--- config.mk ---
export PLATFORM = sky130hd
export DESIGN_NAME = pc_fetch_gen
export DESIGN_NICKNAME = d
export VERILOG_FILES = /design/src/rtl/pc_fetch_gen.sv
export SDC_FILE = /design/constraint.sdc
export NUM_CORES = 1
export LEC_CHECK = 0
export CORE_MARGIN = 4
export CORE_UTILIZATION = 45
export CTS_CLUSTER_SIZE = 28
export DETAILED_ROUTE_END_ITERATION = 8
export GPL_TIMING_DRIVEN = 0
export PLACE_DENSITY = 0.78
export SLEW_MARGIN = 20
export SYNTH_ARGS = -nofsm -noshare
export SYNTH_HDL_FRONTEND = slang
export SYNTH_SLANG_ARGS = --single-unit
export TNS_END_PERCENT = 50
--- constraint.sdc ---
create_clock -name clk -period 3.5 [get_ports clk]
set_input_delay 0.7 -clock clk [delete_from_list [all_inputs] [get_ports clk]]
set_output_delay 0.7 -clock clk [all_outputs]
set_load 0.05 [all_outputs]
--- src/rtl/pc_fetch_gen.sv ---
// ---------------------------------------------------------------------------
// pc_fetch_gen
//
// Program-counter generator for the instruction-fetch stage. Produces the word
// address of the current fetch (pc_if), tracks the address of the instruction
// entering decode (pc_id), and applies control-flow redirects with a fixed
// priority. Redirects that arrive while the pipeline is stalled are captured
// in a pending register and applied on the first cycle the pipe advances.
//
// Ports
//   clk, rst     : system clock, asynchronous active-high reset
//   pc_start     : one-cycle start pulse, loads start_adr and begins fetching
//   start_adr    : start word address [31:2]
//   stall        : global pipeline stall
//   ic_stall     : instruction-cache miss stall
//   rst_pipe     : pipeline flush, returns the generator to IDLE
//   jmp_ex       : taken branch/jump resolved in EX, target jmp_adr_ex
//   trap_req     : exception/interrupt entry, target trap_vec
//   mret_req     : trap return, target mepc
//   pc_if        : current fetch word address
//   if_valid     : pc_if is a live fetch
//   pc_id        : address of the instruction entering ID
//   flush_if     : one-cycle kill of the instruction in IF/ID after a redirect
//   redir_pend   : a redirect has been captured but not yet applied
// ---------------------------------------------------------------------------
module pc_fetch_gen (
    input  logic        clk,
    input  logic        rst,
    input  logic        pc_start,
    input  logic [29:0] start_adr,
    input  logic        stall,
    input  logic        ic_stall,
    input  logic        rst_pipe,
    input  logic        jmp_ex,
    input  logic [29:0] jmp_adr_ex,
    input  logic        trap_req,
    input  logic [29:0] trap_vec,
    input  logic        mret_req,
    input  logic [29:0] mepc,
    output logic [29:0] pc_if,
    output logic        if_valid,
    output logic [29:0] pc_id,
    output logic        flush_if,
    output logic        redir_pend
);

    typedef enum logic [1:0] {
        IDLE  = 2'd0,
        RUN   = 2'd1,
        REDIR = 2'd2
    } state_t;

    state_t      state;
    logic        adv;
    logic [1:0]  new_prio;
    logic [29:0] new_adr;
    logic [1:0]  pend_prio;
    logic [29:0] pend_adr;

    assign adv = ~stall & ~ic_stall;

    // Select the highest-priority fresh redirect among the ordinary sources.
    // Encoded priority: trap=3, mret=2, jump=1, none=0. pc_start and rst_pipe
    // are handled separately because they override everything else.
    always_comb begin
        new_prio = 2'd0;
        new_adr  = '0;
        if (trap_req) begin
            new_prio = 2'd3;
            new_adr  = trap_vec;
        end else if (mret_req) begin
            new_prio = 2'd2;
            new_adr  = mepc;
        end else if (jmp_ex) begin
            new_prio = 2'd1;
            new_adr  = jmp_adr_ex;
        end
    end

    // Fetch state machine with registered outputs. pc_start acts regardless
    // of stall; rst_pipe parks the generator but keeps pc_if so the last
    // fetch address stays observable. flush_if defaults low every cycle so a
    // redirect can only produce a single-cycle pulse.
    always_ff @(posedge clk or posedge rst) begin
        if (rst) begin
            state      <= IDLE;
            pc_if      <= '0;
            pc_id      <= '0;
            if_valid   <= 1'b0;
            flush_if   <= 1'b0;
            redir_pend <= 1'b0;
            pend_prio  <= 2'd0;
            pend_adr   <= '0;
        end else begin
            flush_if <= 1'b0;

            if (adv && state != IDLE)
                pc_id <= pc_if;

            if (pc_start) begin
                pc_if      <= start_adr;
                state      <= RUN;
                if_valid   <= 1'b1;
                redir_pend <= 1'b0;
                pend_prio  <= 2'd0;
            end else if (rst_pipe) begin
                state      <= IDLE;
                if_valid   <= 1'b0;
                redir_pend <= 1'b0;
                pend_prio  <= 2'd0;
            end else begin
                case (state)
                    IDLE: begin
                        if_valid <= 1'b0;
                    end
                    RUN: begin
                        if (adv) begin
                            if (new_prio != 2'd0) begin
                                pc_if    <= new_adr;
                                flush_if <= 1'b1;
                            end else begin
                                pc_if <= pc_if + 30'd1;
                            end
                        end else if (new_prio != 2'd0) begin
                            pend_adr   <= new_adr;
                            pend_prio  <= new_prio;
                            redir_pend <= 1'b1;
                            state      <= REDIR;
                        end
                    end
                    REDIR: begin
                        if (adv) begin
                            // A fresh redirect only wins if strictly more
                            // important than the captured one.
                            pc_if      <= (new_prio > pend_prio) ? new_adr : pend_adr;
                            flush_if   <= 1'b1;
                            redir_pend <= 1'b0;
                            pend_prio  <= 2'd0;
                            state      <= RUN;
                        end else if (new_prio != 2'd0 && new_prio >= pend_prio) begin
                            pend_adr  <= new_adr;
                            pend_prio <= new_prio;
                        end
                    end
                    default: begin
                        state    <= IDLE;
                        if_valid <= 1'b0;
                    end
                endcase
            end
        end
    end

endmodule

======== Word level (Yosys, flattened, before mapping) ========
Index checks and enable logic that the tools add are counted.
storage, ports and cells
  bits of input ports ..................... 129
  output and inout bits ................... 63
  flip-flop bits (word level) ............. 97
  logic and storage cells ................. 91
operators by class
  $add $sub $neg .......................... 1
  equality and inequality tests ........... 15
  order comparisons ....................... 2
  reductions and logical operators ........ 14
  bitwise logic cells ..................... 5
  mux-type cells .......................... 46
operator list
  kind                                                   number
  2-to-1 mux 30 bit                                      13
  case mux 30 bit (2 select lines)                       2
  adder 30 x 1 -> 30 bit, second input constant          1
  2-to-1 mux 2 bit                                       13
  AND reduction 4 bit                                    4
  2-to-1 mux 1 bit                                       14
  inequality test 4 bit, second input constant           3
  inequality test 2 bit, second input constant           5
  inequality test 3 bit, second input constant           3
  AND reduction 7 bit                                    1
  case mux 2 bit (3 select lines)                        1
  nonzero test 2 bit                                     3
  inequality test 5 bit, second input constant           1
  NOT 1 bit                                              4
  case mux 1 bit (2 select lines)                        2
  case mux 2 bit (2 select lines)                        1
  nonzero test 4 bit                                     1
  inequality test 3 x 1 -> 1 bit, second input constant  1
  nonzero test 3 bit                                     1
  == test 2 x 1 -> 1 bit, second input constant          1
  == test 2 bit, second input constant                   1
  greater-or-equal comparator 2 bit                      1
  > comparator 2 bit                                     1
  logical AND 1 bit                                      2
  3 further kinds                                        3

======== Depth between registers and ports, before layout ========
Gate-level depths: netlist (run 1).
  depth in word-level cells ............... 10
  gate-level depth with buffers ........... 12
  depth with buffers taken out ............ 8

======== Least setup slack after synthesis (run 1) ========
No wires, ideal clock.
  kind .................................... input to register
  from .................................... input port mret_req
  to ...................................... register pc_if[5]
  data required time ...................... 3.405 ns
  stages on the path ...................... 11
  buffers on the path ..................... 4
  setup time .............................. 0.095 ns
  arrival ................................. 2.897 ns
  path slack .............................. 0.508 ns
  path through ............................ buf_2 > nor2b_1 > clkbuf_1 > nor2_1 > ha_1 > nand2_1 > a21boi_1 > buf_2 > buf_2 > a21boi_0 > o31ai_1
between the ends
  cells in the longest elaborated chain, start to end .. 8
  elaborated cells between the ends (all ways) .. 13
  those cells by class .................... order compare: 1; mux: 11; reduce/logical: 1
ends and longest elaborated chain
  what                                                             line      RTL
  start: declaration                                               38        input logic mret_req,
  2-to-1 mux 2 bit                                                 71        end else if (mret_req) begin
  2-to-1 mux 2 bit                                                 68        if (trap_req) begin
  > comparator 2 bit / nonzero test 2 bit (equally long branches)  135, 118
  2-to-1 mux 30 bit, on equally long branches                      135, 118
  2-to-1 mux 30 bit, on equally long branches                      132, 117
  case mux 30 bit (2 select lines) (*)                             112       case (state)
  2-to-1 mux 30 bit (*)                                            106       end else if (rst_pipe) begin
  2-to-1 mux 30 bit (*)                                            100       if (pc_start) begin
  end signal: assignment                                           101       pc_if <= start_adr;
  end signal: assignment                                           119       pc_if <= new_adr;
  end signal: assignment                                           135       pc_if <= (new_prio > pend_prio) ? new_adr : pend_adr;
  end: declaration                                                 40        output logic [29:0] pc_if,
Every way passes the cells marked *; elsewhere a longest branch is shown, timed or not. The select of a mux whose other input is x is not followed.
A chain may end at the register's enable or synchronous reset.

======== Worst setup path in the final report (run 1) ========
  from .................................... input port trap_req
  to ...................................... register pc_if[14]
between the ends
  cells in the longest elaborated chain, start to end .. 7
  elaborated cells between the ends (all ways) .. 11
  those cells by class .................... order compare: 1; mux: 9; reduce/logical: 1
ends and longest elaborated chain
  what                                                             line      RTL
  start: declaration                                               36        input logic trap_req,
  2-to-1 mux 2 bit                                                 68
  > comparator 2 bit / nonzero test 2 bit (equally long branches)  135, 118
  2-to-1 mux 30 bit, on equally long branches                      135, 118
  2-to-1 mux 30 bit, on equally long branches                      132, 117
  case mux 30 bit (2 select lines) (*)                             112
  2-to-1 mux 30 bit (*)                                            106
  2-to-1 mux 30 bit (*)                                            100
Marks and branches as above.

==> qor.yml, run 1 <==
reg2reg_depth: 8
r2r-start: "state[0]"
cts_buffers: 9
grt-ovfl-total: 0
initial_core_util_pct: 46.1
pwr-share-clk_pct: 24.0
yosys_warnings: 0
via_per_inst: 6.05
grt_max_degree: 55
p_per_area_nw_per_um2: 472
synthCells: 706
cts_buffer_depth: 2
setup.worst_path.start_class: "primary input"
dp_hpwl_um: 16700
routedWlPerCell_um: 20.2
pwr-share-seq_pct: 37.3
synth_ff_type: "dfrtp_1"
synth_seq_cells: 97
async_flop_share_pct: 100
leakage_nw: 3.51
power.switching_mw: 1.60
pwr-share-comb_pct: 38.7
grt_pass1_wl_um: 34000
ctsHoldBuffers: 0
status: "completed"
final_nets: 1044
yosys.area_share.adder_pct: 1.43
post-route-util_pct: 65.0
antenna_cells: 0
antenna_left: 0
clock_latency_ns: 0.36
fp.dieW_um: 125
switching_share_pct: 39.2
h-tree-depth: 3
slew-limit-headroom_pct: 36.1
hold_end: "pend_adr[4]"
core-area_sq_um: 13300
skew_ns: 0.00741
synth_top_family_by_area: "compound AO/OA/AOI/OAI gates"
mappedNetlistArea_sq_um: 6130
worstPathMaxFanout: 10
max_clock_freq_mhz: 300
cp.arrival_ns: 3.52
avgSynthCellArea_sq_um: 8.68
dr.first_iter.drc_count: 576
post-route-period-util_pct: 95.1
portBuffers: 189
syn2layout_area_growth_pct: 41.1
peakVddDrop_uv: 275
die_area_sq_um: 15500
synth_compound_area_share_pct: 24.4
muxShareOfSynthArea_pct: 6.86
drc: 0
synth-edff-count: 0
crit_type: "primary input to register"
cellInternalPower_mw: 2.48
place_inst: 1072
num_io_pins: 192
layout_common_cells: "188 x clkdlybuf4s50_1, 127 x nand2_1, 97 x dfrtp_1"
gr-usage-all-layers_pct: 27.3
r2r-end: "pc_if[14]"
min_period_ns: 3.33
grt_pass1_vias: 6260
hold_start: "pend_adr[4]"
syn-num-nets: 842
crit_required_ns: 3.69
routed_wl_um: 21900
synth-simple-area-share_pct: 21.0
design_power_total_mw: 4.08
setup_violations: 0
yosysUniqueCellTypes: 72
rsz0062_at_grt: "false"
synth_seq_area_share_pct: 39.6
rows: 42
maxCapViolations: 0
hold_class: "register to register"
cts_sinks: 97
drive_gt1_share_pct: 10.7
die_y_um: 125
antenna_found_initial: 0
final.setup.worst_slack_ns: 0.171
vias: 6593
worst_pin_slew_ns: 0.949
gp_congestion: 0.906
final-max-slew-violation-count: 0
place_ws_ns: -0.965
reg2reg_slack_ns: 0.60
whs_path_depth: 2
cts.clk_slew.worst_paths_ns: 0.07
drt_pass1_iterations: 5
crit_path_end_kind: "register"
synth_xor_area_share_pct: 1.86
final_common_cell: "clkdlybuf4s50_1"
hold_viol_final: 0
final_cell_count_no_fill: 1089
clock-root-buffer: "clkbuf_16"
cts_tree: "yes"
[worst max-delay path, cell delays in order]
cell and delay (ns):
clkdlybuf4s50_1 0.50, clkbuf_4 0.24, or2_2 0.36, ha_1 0.35, nor2b_1 0.18, o21ai_2 0.24, clkbuf_4 0.29, nand2_1 0.13
mux2i_1 0.37, a31oi_1 0.14
[registers in the layout (all words and copies together) (netlist names)]
name and flops:
flush_if 1, if_valid 1, pc_id 30, pc_if 30
pend_adr 30, pend_prio 2, redir_pend 1, state 2
[cells in the mapped netlist (11+ instances only)]
master    count  area share [%]
clkbuf_1     28             1.7
mux2_2       32             5.9
nand3_1      13             1.1
buf_2        22             1.8
a211oi_1     11             1.3
nand3b_1     17             2.1
nand2_1     127             7.8
dfrtp_1      97              40
a22oi_1      16             2.0
o21ai_0      41             3.3
a31oi_1      12             1.2
nor2_1       28             1.7
nor3_1       11            0.90
o22ai_1      19             1.9
inv_1        14            0.86
a21oi_1      50             4.1
[cell families after synthesis]
family	Yosys count
XOR/XNOR	13
buffers and inverters	69
AND/OR/NAND/NOR	260
AO/OA/AOI/OAI	222
flip-flops	97
adder cells (fa/ha/maj)	7
multiplexers	38
[final cells by class]
cell class | count | area (sq um)
Clock inverter | 6 | 48.8
Multi-Input combinational cell | 540 | 3450
Inverter | 15 | 61.3
Fill cell | 1156 | 4650
Buffer | 53 | 259
Timing Repair Buffer | 192 | 1940
Tap cell | 176 | 220
Clock buffer | 10 | 239
Sequential cell | 97 | 2430
[layer usage]
layer	GRT usage (%)	vias to the layer above	wire [um]
met5	0	-	0
met4	12.3	0	806
met3	7.93	58	2550
met2	42.6	414	9750
met1	35.3	3095	8840
li1	-	3026	-
[metrics by stage]
step | hold slack (ns) | area (sq um) | setup TNS [ns]
after floorplan | 0.438 | 6130 | 0
after global placement | 0.452 | 8240 | -169.40
after detailed placement | 0.456 | 8280 | -46.04
after CTS | 0.472 | 8590 | 0
after global routing | 0.497 | 8640 | 0
final | 0.474 | 8640 | 0
[how the worst max path moves through the flow]
stage / startpoint / to / slack [ns]
4_1_cts: jmp_ex / pc_if[24] / 0.005
3_3_place_gp: rst / pend_prio[1] / -1.30
3_5_place_dp: jmp_ex / pend_adr[25] / -0.97
5_1_grt: trap_req / pc_if[14] / 0.04
2_1_floorplan: rst / flush_if / 0.27
6_report: trap_req / pc_if[14] / 0.17
[power by group through the flow]
stage	Sequential [mW]	Clock (mW)	Combinational, mW
2_1_floorplan	1.97	0	0.497
5_1_grt	1.55	1.02	1.67
3_3_place_gp	1.53	0	1.52
6_report	1.52	0.979	1.58
3_5_place_dp	1.54	0	1.55
4_1_cts	1.52	0.981	1.56
[what timing repair did]
item	in CTS	in global routing
setup buffers	0	2
setup endpoints to repair	58	36
resized for setup	7	18
endpoints found under the hold margin	0	0
Note: power is estimated with default switching activity, not from simulation.
==> run 2, diff against run 1 <==
- CORE_UTILIZATION: 45 -> 48
- PLACE_DENSITY: 0.78 -> 0.82
==> run 2 against run 1 <==
Compared with the run above:
- utilization grew 3.9 points
- combinational power is essentially flat
- cell area grew 0.28%
- via count grew 0.65%
- die area shrank 5.9%
- register-to-register slack gained 0.08 ns
==> qor.yml, run 2 (synthesis gave the netlist of run 1 again) <==
skew_ns: 0.00759  # +0.000175 ns
final_cell_count_no_fill: 1085  # -0.37%
crit_path_end_kind: "register"
gp_congestion: 0.967  # +6.7%
peakVddDrop_uv: 274  # -0.18%
post-route-period-util_pct: 97.9  # +2.8 points
cts_buffers: 9  # unchanged
final-max-slew-violation-count: 0  # unchanged
final_nets: 1044  # unchanged
num-fill-cells: 1031  # -11%
placed_area_sq_um: 8270  # about the same
antenna_found_initial: 0  # unchanged
clock_latency_ns: 0.36  # about the same
vias: 6636  # +0.65%
clock-root-buffer: "clkbuf_16"
syn2layout_area_growth_pct: 41.5
final.setup.worst_slack_ns: 0.0720  # -0.0993 ns
grt_pass1_wl_um: 33600  # -1.2%
min_period_ns: 3.43  # +0.0993 ns
die_y_um: 121  # -3.0%
antenna_cells: 0  # unchanged
whs_ns: 0.473  # -0.00187 ns
leakage_nw: 3.51  # +0.13%
crit_required_ns: 3.78  # +0.09 ns
postLayoutCellArea_sq_um: 8670  # +0.28%
post-route-util_pct: 68.9  # +3.9 points
drive_gt1_share_pct: 10.7  # unchanged
cp.arrival_ns: 3.70  # +0.18 ns
layout_common_cells: "188 x clkdlybuf4s50_1, 127 x nand2_1, 97 x dfrtp_1"
setup.worst_path.start_class: "primary input"
maxCapViolations: 0  # unchanged
cts_buffer_depth: 2  # unchanged
fp.dieW_um: 121  # -3.0%
hold_class: "register to register"
die_area_sq_um: 14600  # -5.9%
cts.clk_slew.worst_paths_ns: 0.07  # about the same
hold_viol_final: 0  # unchanged
grt_max_degree: 56  # +1.8%
cts_tree: "yes"
cts_sinks: 97  # unchanged
worst_pin_slew_ns: 0.935  # -0.0139 ns
crit_type: "primary input to register"
slew-limit-headroom_pct: 37.1  # +0.93 points
rows: 41  # -2.4%
h-tree-depth: 3  # unchanged
portBuffers: 189  # unchanged
final_common_cell: "clkdlybuf4s50_1"
p_per_area_nw_per_um2: 482  # +2.3%
drc: 0  # unchanged
core-area_sq_um: 12600  # -5.5%
max_clock_freq_mhz: 292  # -2.9%
dp_hpwl_um: 16400  # -1.9%
status: "completed"
grt-ovfl-total: 0  # unchanged
num_io_pins: 192  # unchanged
dr.first_iter.drc_count: 707  # +23%
drt_pass1_iterations: 6  # +1
worstPathMaxFanout: 19  # +9
initial_core_util_pct: 48.7  # +2.7 points
routedWlPerCell_um: 20.0  # -0.61%
grt_pass1_vias: 6263  # +0.048%
routed_wl_um: 21700  # -0.98%
top_regs: "pc_id: 30 flops, pc_if: 30 flops, pend_adr: 30 flops"
antenna_left: 0  # unchanged
gr-usage-all-layers_pct: 29.3  # +2.0 points
via_per_inst: 6.12  # +1.0%
place_inst: 1068  # -0.37%
setup_violations: 0  # unchanged
place_ws_ns: -0.937  # +0.0286 ns
==> run 2: cell count changes in the layout (fill, tap and decap cells not counted), sizes merged <==
cell    change
bufinv      +2
inv         -2
==> run 2: power by group <==
part           switching, mW  internal [mW]  total (mW)  leakage (nW)
clock                  0.452          0.629        1.08         0.145
sequential             0.176           1.35        1.52          1.17
combinational          0.956          0.621        1.58          2.20
==> run 2: path summary, 6_finish.rpt <==
kind	from	end	depth (start not counted)	slack, ns
max	trap_req	pc_if[27]	12	0.07
min	pend_adr[4]	pend_adr[4]	2	0.47
max reg2reg	state[0]	pc_if[14]	8	0.68
min reg2reg	pend_adr[4]	pend_adr[4]	2	0.47
max in group asynchronous	rst	pend_adr[23]	3	2.17
min in group asynchronous	rst	pc_id[13]	2	0.73
==> run 2: metrics by stage <==
step	setup TNS, ns	power (mW)
5_1_grt	-0.0206	4.34
6_report	0	4.18
3_5_place_dp	-45.51	3.09
2_1_floorplan	0	2.47
4_1_cts	0	4.16
3_3_place_gp	-162.36	3.05
==> run 2: per-layer routing <==
| layer | routed length, um | track usage [%] | vias up |
|---|---|---|---|
| met4 | 474 | 10.8 | 0 |
| met5 | 0 | 0 | - |
| met3 | 2260 | 5.08 | 36 |
| met1 | 8840 | 39.6 | 3163 |
| li1 | - | - | 3022 |
| met2 | 10200 | 47.3 | 415 |
==> run 2: cell type report <==
type                            instances  area, sq um  area share (%)
Multi-Input combinational cell        540         3450            39.9
Sequential cell                        97         2430            28.0
Timing Repair Buffer                  192         1940            22.4
Buffer                                 53          250            2.89
Clock buffer                           10          229            2.64
Tap cell                              172          215            2.48
Clock inverter                          6         91.3            1.05
Inverter                               15         61.3           0.707
==> run 2: timing repair <==
| item | in CTS | in global routing |
|---|---|---|
| hold buffers | 0 | 0 |
| resized for setup | 9 | 9 |
| setup buffers | 0 | 2 |
| endpoints found under the setup margin | 58 | 37 |
| pin swaps | 0 | 1 |
==> run 2: critical path: stages <==
cell and delay (ns):
clkdlybuf4s50_1 0.59, clkbuf_4 0.28, buf_4 0.25, nor2_1 0.12, ha_1 0.33, nand2_1 0.16, a21boi_4 0.31, buf_4 0.25
buf_2 0.26, nand2_1 0.07, o2bb2ai_1 0.20, a21oi_1 0.17
